[config.mk]
export PLATFORM = sky130hd
export DESIGN_NAME = pc_fetch_unit
export DESIGN_NICKNAME = d
export VERILOG_FILES = /design/src/rtl/pc_fetch_unit.sv
export SDC_FILE = /design/constraint.sdc
export NUM_CORES = 1
export LEC_CHECK = 0
export ABC_AREA = 1
export CAP_MARGIN = 20
export CORE_MARGIN = 1
export CORE_UTILIZATION = 35
export DETAILED_ROUTE_END_ITERATION = 12
export DONT_BUFFER_PORTS = 1
export PLACE_DENSITY_LB_ADDON = 0.1
export SYNTH_ARGS = -nofsm -noshare
export SYNTH_HDL_FRONTEND = slang
export SYNTH_SLANG_ARGS = --single-unit
[constraint.sdc]
create_clock -name clk -period 3.05 [get_ports clk]
set_input_delay 0.305 -clock clk [delete_from_list [all_inputs] [get_ports clk]]
set_output_delay 0.305 -clock clk [all_outputs]
set_load 0.02 [all_outputs]
[src/rtl/pc_fetch_unit.sv]
// rtl/pc_fetch_unit.sv - program-counter stage driving the instruction memory read address
//
// Holds the PC and selects the next PC with this priority: halt, fault, stall,
// jump-register, jump, taken branch, sequential. All PC arithmetic wraps mod 2**AW.
// Optional feature macro: PC_FAULT_EN enables the illegal jump-register target check.
//
// Ports:
//   clk           clock; all state changes on the rising edge
//   rst_n         synchronous reset, active low
//   stall         hold pc this cycle; redirects presented with it are dropped
//   branch_taken  conditional branch resolved taken
//   branch_imm    signed word offset relative to pc+1
//   jump          absolute jump, target from jump_target[AW-1:0]
//   jump_target   instruction index field
//   jr            jump register, target from jr_addr[AW+1:2]
//   jr_addr       byte address from the register file
//   halt          stop fetching; sticky until reset
//   pc            current fetch address (Imem read address)
//   pc_plus       pc+1 mod 2**AW, link value for JAL
//   fetch_valid   pc is a live fetch address this cycle
//   halted        unit is in HALT
//   pc_fault      illegal jr target seen (always 0 without PC_FAULT_EN)

module pc_fetch_unit #(
   parameter int            AW       = 13,
   parameter logic [AW-1:0] RESET_PC = '0
) (
   input  logic          clk,
   input  logic          rst_n,
   input  logic          stall,
   input  logic          branch_taken,
   input  logic [15:0]   branch_imm,
   input  logic          jump,
   input  logic [25:0]   jump_target,
   input  logic          jr,
   input  logic [31:0]   jr_addr,
   input  logic          halt,
   output logic [AW-1:0] pc,
   output logic [AW-1:0] pc_plus,
   output logic          fetch_valid,
   output logic          halted,
   output logic          pc_fault
);

   typedef enum logic [1:0] {
      ST_BOOT = 2'd0,
      ST_RUN  = 2'd1,
      ST_HALT = 2'd2
   } state_t;

   state_t        state_q, state_d;
   logic [AW-1:0] pc_q, pc_d;
   logic          fault_q, fault_d;

   logic [31:0]   imm_ext;
   logic [AW-1:0] branch_tgt;
   logic          jr_bad;

   // Sign-extend to 32 bits and keep only AW bits; the add then wraps mod 2**AW
   // for both forward and backward offsets.
   assign imm_ext    = {{16{branch_imm[15]}}, branch_imm};
   assign pc_plus    = pc_q + 1'b1;
   assign branch_tgt = pc_plus + imm_ext[AW-1:0];

`ifdef PC_FAULT_EN
   // Misaligned byte address, or an address beyond the Imem word range.
   assign jr_bad = (jr_addr[1:0] != 2'b00) || (|(jr_addr >> (AW + 2)));
`else
   assign jr_bad = 1'b0;
`endif

   // Address/immediate bits outside the used fields are intentionally dropped.
   logic unused_bits;
   assign unused_bits = &{1'b0, imm_ext[31:AW], jump_target[25:AW],
                          jr_addr[31:AW+2], jr_addr[1:0]};

   always_ff @(posedge clk) begin
      if (!rst_n) begin
         state_q <= ST_BOOT;
         pc_q    <= RESET_PC;
         fault_q <= 1'b0;
      end else begin
         state_q <= state_d;
         pc_q    <= pc_d;
         fault_q <= fault_d;
      end
   end

   always_comb begin
      state_d = state_q;
      pc_d    = pc_q;
      fault_d = fault_q;
      case (state_q)
         ST_BOOT: begin
            // halt is not evaluated here; BOOT always advances to RUN.
            state_d = ST_RUN;
         end
         ST_RUN: begin
            if (halt) begin
               state_d = ST_HALT;
            end else if (jr && !stall && jr_bad) begin
               state_d = ST_HALT;
               fault_d = 1'b1;
            end else if (stall) begin
               pc_d = pc_q;
            end else if (jr) begin
               pc_d = jr_addr[AW+1:2];
            end else if (jump) begin
               pc_d = jump_target[AW-1:0];
            end else if (branch_taken) begin
               pc_d = branch_tgt;
            end else begin
               pc_d = pc_plus;
            end
         end
         ST_HALT: begin
            state_d = ST_HALT;
         end
         default: begin
            state_d = ST_BOOT;
         end
      endcase
   end

   assign pc          = pc_q;
   assign fetch_valid = (state_q == ST_RUN);
   assign halted      = (state_q == ST_HALT);

`ifdef PC_FAULT_EN
   assign pc_fault = fault_q;
`else
   assign pc_fault = 1'b0;
`endif

endmodule

Yosys cells after proc, flatten, opt, wreduce, memory -nomap -nowiden
Cells that the tools add are included.
{ "totals": {"ff_bits": 15, "inputBits": 81, "output_inout_bits": 29} }
{ "op_classes": {"addsub": 2, "n_eq_ne": 3, "muxes": 5, "bitwise_logic": 2, "n_reduce_logical": 2} }
{ "op_table": {"columns": ["cell", "n"], "rows": [
  ["13-bit two-way mux", 3],
  ["13-bit by 1-bit adder with 13-bit output, second input constant", 1],
  ["13-bit adder", 1],
  ["2-bit one-hot mux with 3 select lines", 1],
  ["3-bit AND reduction", 1],
  ["2-bit by 1-bit equality test with 1-bit output, second input constant", 1],
  ["2-bit equality test, second input constant", 1],
  ["2-bit zero test", 1],
  ["2-bit two-way mux", 1],
  ["2-bit != test, second input constant", 1],
  ["1-bit inverter", 2]
]} }

Logic depth before layout (Yosys ltp)
Gate-level depths: netlist of run 1.
{ "logic_depth": {"word_depth": 5, "depth_mapped": 20, "ltp_nobuf": 20} }

Least setup slack after synthesis of run 1
No wires, ideal clock.
{ "synth_timing": {"path_type": "reg-to-reg", "startpoint": "register pc_q[0], in the netlist pc[0]", "endpoint": "register pc_q[12], in the netlist pc[12]", "setup_ps": 73, "arrival_time_ps": 2486, "required_time_ps": 2977, "path_slack_ps": 491, "path_stages_with_launch": 20, "path_buffers": 0, "period_less_slack_ps": 2559, "path_cell_list": "dfxtp_1 > inv_2 > nor2_2 > nand2_2 > nor3_4 > nand2_1 > nand2_1 > nand2_1 > ha_1 > nand2_1 > inv_1 > a21oi_1 > nand3_1 > nand2_1 > nand3_1 > nand2_1 > nand3_1 > nand2_1 > nand2_1 > a21oi_1"} }
{ "synth_between": {"elab_chain_len": 5} }
{ "synth_lines": {"columns": ["item", "line", "source"], "rows": [
  ["start: declaration", "52", "logic [AW-1:0] pc_q, pc_d;"],
  ["start signal: assignment", "84", "pc_q <= pc_d;"],
  ["13-bit by 1-bit adder with 13-bit output", "62", "assign pc_plus = pc_q + 1'b1;"],
  ["named net pc_plus[0]", "39", "output logic [AW-1:0] pc_plus,"],
  ["13-bit adder", "63", "assign branch_tgt = pc_plus + imm_ext[AW-1:0];"],
  ["13-bit two-way mux", "110", "end else if (branch_taken) begin"],
  ["13-bit two-way mux", "108", "end else if (jump) begin"],
  ["13-bit two-way mux", "106", "end else if (jr) begin"]
]} }
The timed path passes the listed nets, and every way through them passes these cells.
A chain may end at the register's enable or synchronous reset.

Worst setup path after layout of run 1
{ "layout_timing": {"startpoint": "register pc_q[2], in the netlist pc[2]", "endpoint": "register pc_q[12], in the netlist pc[12]"} }
{ "layout_between": {"elab_chain_len": 5} }
{ "layout_lines": {"columns": ["item", "line"], "rows": [
  ["13-bit by 1-bit adder with 13-bit output (*)", "62"],
  ["13-bit adder", "63"],
  ["13-bit two-way mux (*)", "110"],
  ["13-bit two-way mux (*)", "108"],
  ["13-bit two-way mux (*)", "106"]
]} }
Mark *: on every way between the ends. The rest lies on a longest branch, timed or not.

==> results of run 1 <==
==> sequential cells by signal, summed over array words and instances (netlist names) <==
name,count
state_q,2
pc,13
==> layer usage <==
layer  up-vias  wire [µm]  global-route usage [%]  part of all wire [%]
met5         -          0                       0                     0
met4         0         50                    4.32                  0.97
met3         5        273                    2.25                   5.3
met2        43       2310                    30.6                    45
met1       811       2510                    25.7                    49
li1       1072          -                       -                     -
==> cells in the final DEF, fill, tap and decap left out, types with 2 or more instances in the layout <==
cell,netlist,layout
nand2_1,93,93
nor2_1,41,41
a21oi_1,36,36
inv_1,30,30
nand3_1,19,19
ha_1,18,18
dfxtp_1,15,15
buf_4,1,15
inv_2,8,8
o21ai_0,8,8
xor2_1,7,7
o21ai_1,7,7
o211ai_1,7,7
xnor2_1,4,4
nor2_2,3,3
o21bai_1,3,3
nand4_1,3,3
clkbuf_8,0,3
nand3b_1,2,2
a21boi_1,2,2
clkinv_1,2,2
==> cell type report <==
cell class | instances | area (µm²)
Clock buffer | 4 | 45.0
Fill cell | 613 | 3040
Inverter | 40 | 150
Multi-Input combinational cell | 262 | 1400
Sequential cell | 15 | 300
Tap cell | 70 | 87.6
Timing Repair Buffer | 15 | 113
==> through the flow <==
stage          utilization, %  instances
2_1_floorplan               -        326
3_3_place_gp             39.9        402
3_5_place_dp             39.9        402
4_1_cts                  40.8        406
5_1_grt                  40.8        406
6_report                 40.8        406
==> critical path: stages, from the launching register on <==
cell	delay (ns)
dfxtp_1	0.51
nand2_1	0.12
nor2_2	0.17
nand2_2	0.11
nor3_4	0.17
xnor2_1	0.17
inv_1	0.09
ha_1	0.33
nand2_1	0.08
nand2_1	0.06
a21oi_1	0.19
nand3_1	0.10
nand2_1	0.08
nand3_1	0.07
nand2_1	0.06
nand3_1	0.10
nand2_1	0.09
nand2_1	0.05
a21oi_1	0.10
==> cell usage after synthesis <==
cell,n
a21boi_1,2
a21o_1,1
a21oi_1,36
a21oi_2,1
and2_1,1
buf_2,1
buf_4,1
clkbuf_1,7
clkinv_1,2
conb_1,1
dfxtp_1,15
fa_1,1
ha_1,18
inv_1,30
inv_2,8
nand2_1,93
nand2_2,1
nand3_1,19
nand3b_1,2
nand4_1,3
nor2_1,41
nor2_2,3
nor3_4,1
o211ai_1,7
o21ai_0,8
o21ai_1,7
o21bai_1,3
o311ai_1,1
or2_2,1
xnor2_1,4
xor2_1,7
==> worst max-delay path by stage <==
stage                          endpoint          startpoint  depth (start not counted)
floorplan           pc[12]$_SDFFE_PN0P_  pc[0]$_SDFFE_PN0P_                         19
global placement    pc[11]$_SDFFE_PN0P_  pc[2]$_SDFFE_PN0P_                         17
detailed placement  pc[12]$_SDFFE_PN0P_  pc[2]$_SDFFE_PN0P_                         18
CTS                 pc[11]$_SDFFE_PN0P_  pc[2]$_SDFFE_PN0P_                         17
global route        pc[12]$_SDFFE_PN0P_  pc[2]$_SDFFE_PN0P_                         17
finish              pc[12]$_SDFFE_PN0P_  pc[2]$_SDFFE_PN0P_                         18
==> cell families (layout without fill, tap and decap cells) <==
family | count (synthesis) | in the layout | synth area share, %
compound gates | 66 | 66 | 19.6
xor+xnor | 11 | 11 | 5.10
fa+ha+maj | 19 | 19 | 13.0
buf+inv | 49 | 59 | 9.99
flops | 15 | 15 | 15.9
other cells | 1 | 1 | 0.198
simple gates | 165 | 165 | 36.3
==> power groups by stage <==
| stage | combinational (µW) | sequential [µW] | clock, µW |
|---|---|---|---|
| floorplan | 305 | 268 | 0 |
| global placement | 399 | 256 | 0 |
| detailed placement | 401 | 257 | 0 |
| CTS | 404 | 253 | 164 |
| global route | 459 | 257 | 168 |
| finish | 400 | 252 | 161 |
==> results.md, run 1 <==
- Vias: 1931
- FF-to-FF End: pc[12]$_SDFFE_PN0P_
- Post-detail-place hpwl: 4340 µm
- Clock Latency Late Sink: 0.25 ns
- Initial antenna violation count: 0
- Hold Fails Final Rpt: 0
- Post-route minimum period: 2.71 ns
- Layout Skew: 0.00172 ns
- Worst Hold Endpoint: pc[2]$_SDFFE_PN0P_
- Dominant cells by area after synthesis: nand2_1 18%, dfxtp_1 16%, ha_1 12%, a21oi_1 9.5%, nor2_1 8.1%
- Pleak: 0.00106 µW
- GRT Total Usage: 18.5%
- Worst VDD drop: 0.312 mV
- First-iteration detailed-routing DRC count: 101
- Clock buffer depth: 2
- Worst r2r src: pc[2]$_SDFFE_PN0P_
- Internal Power: 459 µW
- CTS root buffer: clkbuf_8
- Post-route ant nets: 0
- Pre-CTS setup slack: 0.327 ns
- Startpoint Class: flop
- Design area: 0.00210 mm²
- Syn nets: 426
- Post-Syn Instances: 326
- Final #Nets: 437
- Gpl congestion: 0.774
- Post-CTS setup buffers: 0
- TritonCTS clock tree: built
- Power Dens Cells: 388 mW/mm²
- Unique cell type count in the Yosys netlist: 31
- DIE AREA: 0.00570 mm²
- Critical Path Fanout Max: 5
- Ports: 110
- Synthesized area: 0.00189 mm²
- First-pass GRT wire length: 8120 µm
- Reg2Reg Depth: 18
- Die W: 75.5 µm
- Worst Setup Slack, final: 0.336 ns
- Hold buffer count at cts: 0
- Share of the synthesized area in the top cell type: 18.5%
- Sequential share of the synthesized area: 15.9%
- Vias/cell: 4.76
- Peak Freq: 368 MHz
- Tcrit/Tclk final: 89.0%
- Hold path depth: 2
- Starting Density: 36.8%
- CTS buffer count: 3
- YS warnings: 0
- Die H: 75.5 µm
- Drt pass-1 iters: 4
- ANT cells: 0
- Number of H-tree levels: 1
- Crit path capture type: flop
- # port buffers: 0
- Rows: 26
- Crit path kind: reg2reg
- Dominant cell type by area after synthesis: nand2_1
- Reg power frac: 31.0%
- Max-cap violations: 0
- Fin Setup TNS: 0 ns
- Core Area: 0.00514 mm²
- Sw Pwr: 354 µW
- Outcome: finished, final reports clean
- Area Growth Syn to Fin: 10.9%
- Sw Ratio: 43.6%
- Number of synthesized register bits: 15
- Vias in the first global route: 1787
- Comb pwr share: 49.2%
- Crit path arrival time: 2.89 ns
- Final Max Tran Viols: 0
- Cell Area, Placed: 0.00205 mm²
- CTS resizes: 0
- Clk network pwr share: 19.8%
- RSZ-0062 raised after global routing: false
- Crit path required time: 3.23 ns
- Setup violators final: 0
- Pin count of the biggest net entering global routing: 21
- Remaining DRCs: 0
- Layout cell share with drive strength beyond 1: 9.82%
- Reg2reg setup slack: 0.34 ns
- Remaining global-route overflow: 0
- Final hold slack: 0.189 ns
- HP Class: in2reg
- Hold Startpoint: rst_n
- Mean Syn Cell Area: 5.80 µm²
- Post-Route WL: 5140 µm
- Avg WL per Cell: 12.7 µm
- Worst-path clk slew: 0.06 ns
- Clock Sinks: 15
- Total Power: 813 µW
No activity file was read; power rests on OpenSTA's default activity.
==> run 2, diff against run 1 <==
--- a/config.mk
+++ b/config.mk
@@ -9,5 +9,5 @@
 export CAP_MARGIN = 20
 export CORE_MARGIN = 1
-export CORE_UTILIZATION = 35
+export CORE_UTILIZATION = 45
 export DETAILED_ROUTE_END_ITERATION = 12
 export DONT_BUFFER_PORTS = 1
==> constraint.sdc (replaced) <==
create_clock -name clk -period 3.05 [get_ports clk]
set_input_delay 0.1525 -clock clk [delete_from_list [all_inputs] [get_ports clk]]
set_output_delay 0.1525 -clock clk [all_outputs]
set_load 0.02 [all_outputs]
==> run 2 against run 1 <==
Against the previous run: non-clock buffer count stayed put; worst hold slack got worse by 0.14 ns; critical endpoint is now pc[11]$_SDFFE_PN0P_; count of clock-buffer cells in the layout is the same; largest power group unchanged; critical path type unchanged; clock skew increased by 0.0016 ns; register-to-register slack gained 0.04 ns; worst setup slack gained 0.037 ns.
==> results.md, run 2 (same netlist as run 1, synthesis figures left out) <==
- Startpoint Class: flop
- Clock buffer depth: 2 (unchanged)
- # port buffers: 0 (unchanged)
- Core Util, Final: 51.4% (+11 points)
- Avg WL per Cell: 12.4 µm (-1.7%)
- Number of H-tree levels: 1 (unchanged)
- HP Class: in2reg
- Final #Nets: 437 (unchanged)
- FF/Latch Area: 300 µm² (unchanged)
- Crit path capture type: flop
- Pin count of the biggest net entering global routing: 21 (unchanged)
- Ports: 110 (unchanged)
- Gpl congestion: 0.791 (+2.2%)
- Vias in the first global route: 1746 (-2.3%)
- Max-cap violations: 0 (unchanged)
- Most frequent cells in the layout: 93 x nand2_1, 41 x nor2_1, 36 x a21oi_1
- Crit path required time: 3.22 ns (about the same)
- Commonest non-fill, non-tap cell in the layout: nand2_1
- Crit path arrival time: 2.84 ns (-0.05 ns)
- Post-CTS setup buffers: 0 (unchanged)
- Rows: 23 (-12%)
- CTS resizes: 0 (unchanged)
- Worst VDD drop: 0.289 mV (-7.5%)
- Hold Fails Final Rpt: 0 (unchanged)
- Remaining global-route overflow: 0 (unchanged)
- Die W: 66.8 µm (-11%)
- Crit path kind: reg2reg
- GRT Total Usage: 22.6% (+4.1 points)
- Layout Skew: 0.00336 ns (+0.00165 ns)
- Fin Setup TNS: 0 ns (unchanged)
- TritonCTS clock tree: built
- CTS buffer count: 3 (unchanged)
- Max FFs per register: 13 (unchanged)
- Post-route ant nets: 0 (unchanged)
- Core Area: 0.00403 mm² (-22%)
- Layout cell share with drive strength beyond 1: 9.82% (unchanged)
- Post-route minimum period: 2.68 ns (-0.0373 ns)
- Critical Path Fanout Max: 4 (-1)
- CTS root buffer: clkbuf_8
- Area of the multi-input gates: 0.00140 mm² (unchanged)
- Vias: 1985 (+2.8%)
- Post-Route WL: 4800 µm (-6.5%)
- Power Dens Cells: 390 mW/mm² (+0.56%)
- Peak Freq: 374 MHz (+1.4%)
- Area Growth Syn to Fin: 9.60%
- Final Max Tran Viols: 0 (unchanged)
- Hold buffer count at cts: 0 (unchanged)
- Clock Latency Late Sink: 0.24 ns (about the same)
- ANT cells: 0 (unchanged)
- DIE AREA: 0.00446 mm² (-22%)
- Worst-path clk slew: 0.06 ns (about the same)
- RSZ-0062 raised after global routing: false
- Post-detail-place hpwl: 4010 µm (-7.7%)
- Pleak: 0.00106 µW (about the same)
- Tcrit/Tclk final: 87.8% (-1.2 points)
- First-iteration detailed-routing DRC count: 88 (-13%)
- Outcome: finished, final reports clean
- Vias/cell: 5.14 (+8.1%)
- Starting Density: 46.9% (+10 points)
- Setup violators final: 0 (unchanged)
- Remaining DRCs: 0 (unchanged)
- Drt pass-1 iters: 4 (unchanged)
- Die H: 66.8 µm (-11%)
- Fillers: 461 (-25%)
- First-pass GRT wire length: 7770 µm (-4.3%)
- Clock Sinks: 15 (unchanged)
- Initial antenna violation count: 0 (unchanged)
## run 2: power by group
group          switching [µW]  internal [µW]  total [µW]  leakage [µW]
logic                     261            143         405      0.000918
clock network            62.9           92.1         155     0.0000228
registers                24.0            224         248      0.000122
## run 2: critical path, stage by stage, from the launching register on
cell and delay (ns):
dfxtp_1 0.39, ha_1 0.19, nand2_1 0.07, inv_2 0.08, nand2_1 0.11, xor2_1 0.19, inv_1 0.17, ha_1 0.36
a21oi_1 0.23, o21bai_1 0.13, nand2_1 0.07, nand3_1 0.10, nand2_1 0.08, inv_1 0.03, o21ai_1 0.11, nand2_1 0.09
nand2_1 0.06, nand2_1 0.04, a21oi_1 0.10
## run 2: cell type report
| class | count | area share, % |
|---|---|---|
| clock buffer | 4 | 2.17 |
| multi-input combinational | 262 | 67.6 |
| tap | 50 | 3.02 |
| timing repair buffer | 15 | 5.43 |
| inverter | 40 | 7.25 |
| sequential | 15 | 14.5 |
## run 2: worst paths after layout
path,from,to,slack (ns),cells after the start
setup / recovery,pc[1]$_SDFFE_PN0P_,pc[11]$_SDFFE_PN0P_,0.37,18
hold reg to reg,state_q[0]$_SDFFE_PN0P_,state_q[0]$_SDFFE_PN0P_,0.52,2
setup reg to reg,pc[1]$_SDFFE_PN0P_,pc[11]$_SDFFE_PN0P_,0.37,18
hold / removal,rst_n,pc[2]$_SDFFE_PN0P_,0.05,2
## run 2: metrics by stage
step / instance area [µm²] / hold WS (ns) / cells / power, µW / worst slack, ns
after global placement: 2030 / 0.296 / 382 / 650 / 0.405
final: 2070 / 0.0497 / 386 / 808 / 0.373
after global routing: 2070 / 0.0414 / 386 / 881 / 0.0145
after floorplan: 1890 / 0.291 / 326 / 574 / 0.491
after CTS: 2070 / 0.0452 / 386 / 813 / 0.367
after detailed placement: 2030 / 0.299 / 382 / 655 / 0.372
## run 2: routing by layer
| metal | wire, µm | global-route usage [%] |
|---|---|---|
| met4 | 21 | 3.19 |
| met5 | 0 | 0 |
| met3 | 251 | 2.23 |
| met1 | 2350 | 31.6 |
| met2 | 2180 | 37.9 |
==> run 3, diff against run 2 <==
Settings changed: CORE_ASPECT_RATIO from default to 1.25.
==> run 3 against run 2 <==
Against the previous run: global-route usage fell by 0.41 points; non-clock buffer count did not move; count of clock-buffer cells in the layout did not move; maximum frequency fell by 0.57%; clock power barely moved; first-iteration DRC count fell by 24%; die area barely moved; flip-flop and latch count did not move; total power rose by 0.22%; sequential power barely moved; worst hold slack got worse by 0.0071 ns; largest power group unchanged.
==> results.md, run 3 (same netlist as run 1, synthesis figures left out) <==
- Outcome: finished, final reports clean
- DIE AREA: 0.00447 mm² (about the same)
- Remaining DRCs: 0 (unchanged)
- HP Class: in2reg
- Area Growth Syn to Fin: 9.99%
- Layout Skew: 0.00130 ns (-0.00206 ns)
- Crit path kind: reg2reg
- Vias/cell: 4.95 (-3.7%)
- Hold path depth: 2 (unchanged)
- Critical Path Source: pc[0]$_SDFFE_PN0P_
- CTS buffer count: 3 (unchanged)
- Slew margin rel.: 65.9%
- Most frequent cells in the layout: 93 x nand2_1, 41 x nor2_1, 36 x a21oi_1
- Remaining global-route overflow: 0 (unchanged)
- Rows: 26 (+13%)
- Commonest non-fill, non-tap cell in the layout: nand2_1
- Pleak: 0.00106 µW (unchanged)
- Slowest CP cell: dfxtp_1
- CTS root buffer: clkbuf_8
- Post-Route WL: 4770 µm (-0.65%)
- Crit path required time: 3.22 ns (about the same)
- GRT Total Usage: 22.2% (-0.41 points)
- Clock Latency Late Sink: 0.24 ns (about the same)
- ANT cells: 0 (unchanged)
- Gpl congestion: 0.853 (+7.9%)
- Levels on crit path: 18 (unchanged)
- Clock buffer depth: 2 (unchanged)
- Initial antenna violation count: 0 (unchanged)
- Ports: 110 (unchanged)
- Worst-Margin Slew: 0.511 ns
- Worst VDD drop: 0.287 mV (-0.60%)
- Critical Path Fanout Max: 4 (unchanged)
- Avg WL per Cell: 12.2 µm (-2.2%)
- First-pass GRT wire length: 7560 µm (-2.8%)
- Core Area: 0.00407 mm² (+0.93%)
- Worst Path Buf+Inv: 3 (unchanged)
- Crit path arrival time: 2.86 ns (+0.02 ns)
- Final Max Tran Viols: 0 (unchanged)
- Crit path capture type: flop
- Post-CTS setup buffers: 0 (unchanged)
- CTS resizes: 0 (unchanged)
- Die H: 74.5 µm (+11%)
- Setup violators final: 0 (unchanged)
- Reg2Reg Depth: 18 (unchanged)
- Post-detail-place hpwl: 4090 µm (+2.0%)
- RSZ-0062 raised after global routing: false
- Max FFs per register: 13 (unchanged)
- Die W: 60.0 µm (-10%)
- Total Power: 810 µW (+0.22%)
- Max-cap violations: 0 (unchanged)
- CP peak stage delay: 0.38 ns (about the same)
- Hold buffer count at cts: 0 (unchanged)
- Post-route minimum period: 2.69 ns (+0.0155 ns)
- Vias: 1941 (-2.2%)
- Vias in the first global route: 1758 (+0.69%)
- Post-route ant nets: 0 (unchanged)
- Clock Sinks: 15 (unchanged)
- Crit path capture: pc[11]$_SDFFE_PN0P_
- CP dominant cell by count: nand2_1
- Worst path top cell family by delay: simple AND/OR/NAND/NOR gates
- Starting Density: 46.5% (-0.43 points)
- Fin Setup TNS: 0 ns (unchanged)
- Final #Nets: 437 (unchanged)
- Pin count of the biggest net entering global routing: 21 (unchanged)
- Reg2reg setup slack: 0.36 ns (-0.02 ns)
- Peak Freq: 371 MHz (-0.57%)
- Number of H-tree levels: 1 (unchanged)
- Startpoint Class: flop
- Tcrit/Tclk final: 88.3% (+0.51 points)
- Worst r2r src: pc[0]$_SDFFE_PN0P_
- First-iteration detailed-routing DRC count: 67 (-24%)
- Worst-path clk slew: 0.06 ns (about the same)
- Critical-path cell list: ha_1, nand2_1, inv_2, nand2_1, xor2_1, inv_1, ha_1, a21oi_1, o21bai_1, nand2_1, nand3_1, nand2_1, inv_1, o21ai_1, nand2_1, nand2_1, nand2_1, a21oi_1
- FF-to-FF End: pc[11]$_SDFFE_PN0P_
- # port buffers: 0 (unchanged)
- Hold Fails Final Rpt: 0 (unchanged)
- Layout cell share with drive strength beyond 1: 9.82% (unchanged)
- TritonCTS clock tree: built
- Power Dens Cells: 389 mW/mm² (-0.14%)
- Drt pass-1 iters: 4 (unchanged)
==> run 3: worst reg2reg max path: stages (launching register included) <==
cell	delay, ns
dfxtp_1	0.38
ha_1	0.19
nand2_1	0.07
inv_2	0.08
nand2_1	0.10
xor2_1	0.21
inv_1	0.17
ha_1	0.36
a21oi_1	0.24
o21bai_1	0.14
nand2_1	0.08
nand3_1	0.11
nand2_1	0.08
inv_1	0.04
o21ai_1	0.10
nand2_1	0.07
nand2_1	0.06
nand2_1	0.05
a21oi_1	0.11
==> run 3: per-stage QoR <==
stage	setup WS [ns]	cells	util, %	cell area, µm²	hold slack, ns
4_1_cts	0.346	392	51.1	2080	0.0372
6_report	0.358	392	51.1	2080	0.0425
3_3_place_gp	0.346	388	50.0	2030	0.295
5_1_grt	0.00797	392	51.1	2080	0.0578
2_1_floorplan	0.491	326	-	1890	0.291
3_5_place_dp	0.354	388	50.0	2030	0.298
==> run 3: per-layer routing <==
layer / track usage, % / wire (µm) / vias up
li1: - / - / 1070
met1: 28.2 / 2200 / 815
met2: 39.1 / 2300 / 52
met3: 2.61 / 230 / 4
met4: 6.20 / 50 / 0
met5: 0 / 0 / -
==> run 3: area by class of cell <==
type / instances / area [µm²]
fill: 455 / 1990
multi-input combinational: 262 / 1400
sequential: 15 / 300
inverter: 40 / 150
timing repair buffer: 15 / 113
tap: 56 / 70.1
clock buffer: 4 / 45.0
==> run 3: how the worst min path moves through the flow <==
stage	startpoint	end	slack, ns
6_report	rst_n	pc[2]$_SDFFE_PN0P_	0.04
3_5_place_dp	rst_n	pc[2]$_SDFFE_PN0P_	0.30
4_1_cts	rst_n	pc[2]$_SDFFE_PN0P_	0.04
3_3_place_gp	rst_n	state_q[0]$_SDFFE_PN0P_	0.29
5_1_grt	rst_n	state_q[0]$_SDFFE_PN0P_	0.06
2_1_floorplan	rst_n	pc[1]$_SDFFE_PN0P_	0.29
==> run 3: report_power, final <==
part / internal, µW / switching [µW]
sequential: 224 / 24.8
combinational: 144 / 261
clock: 92.2 / 63.1
total: 461 / 349
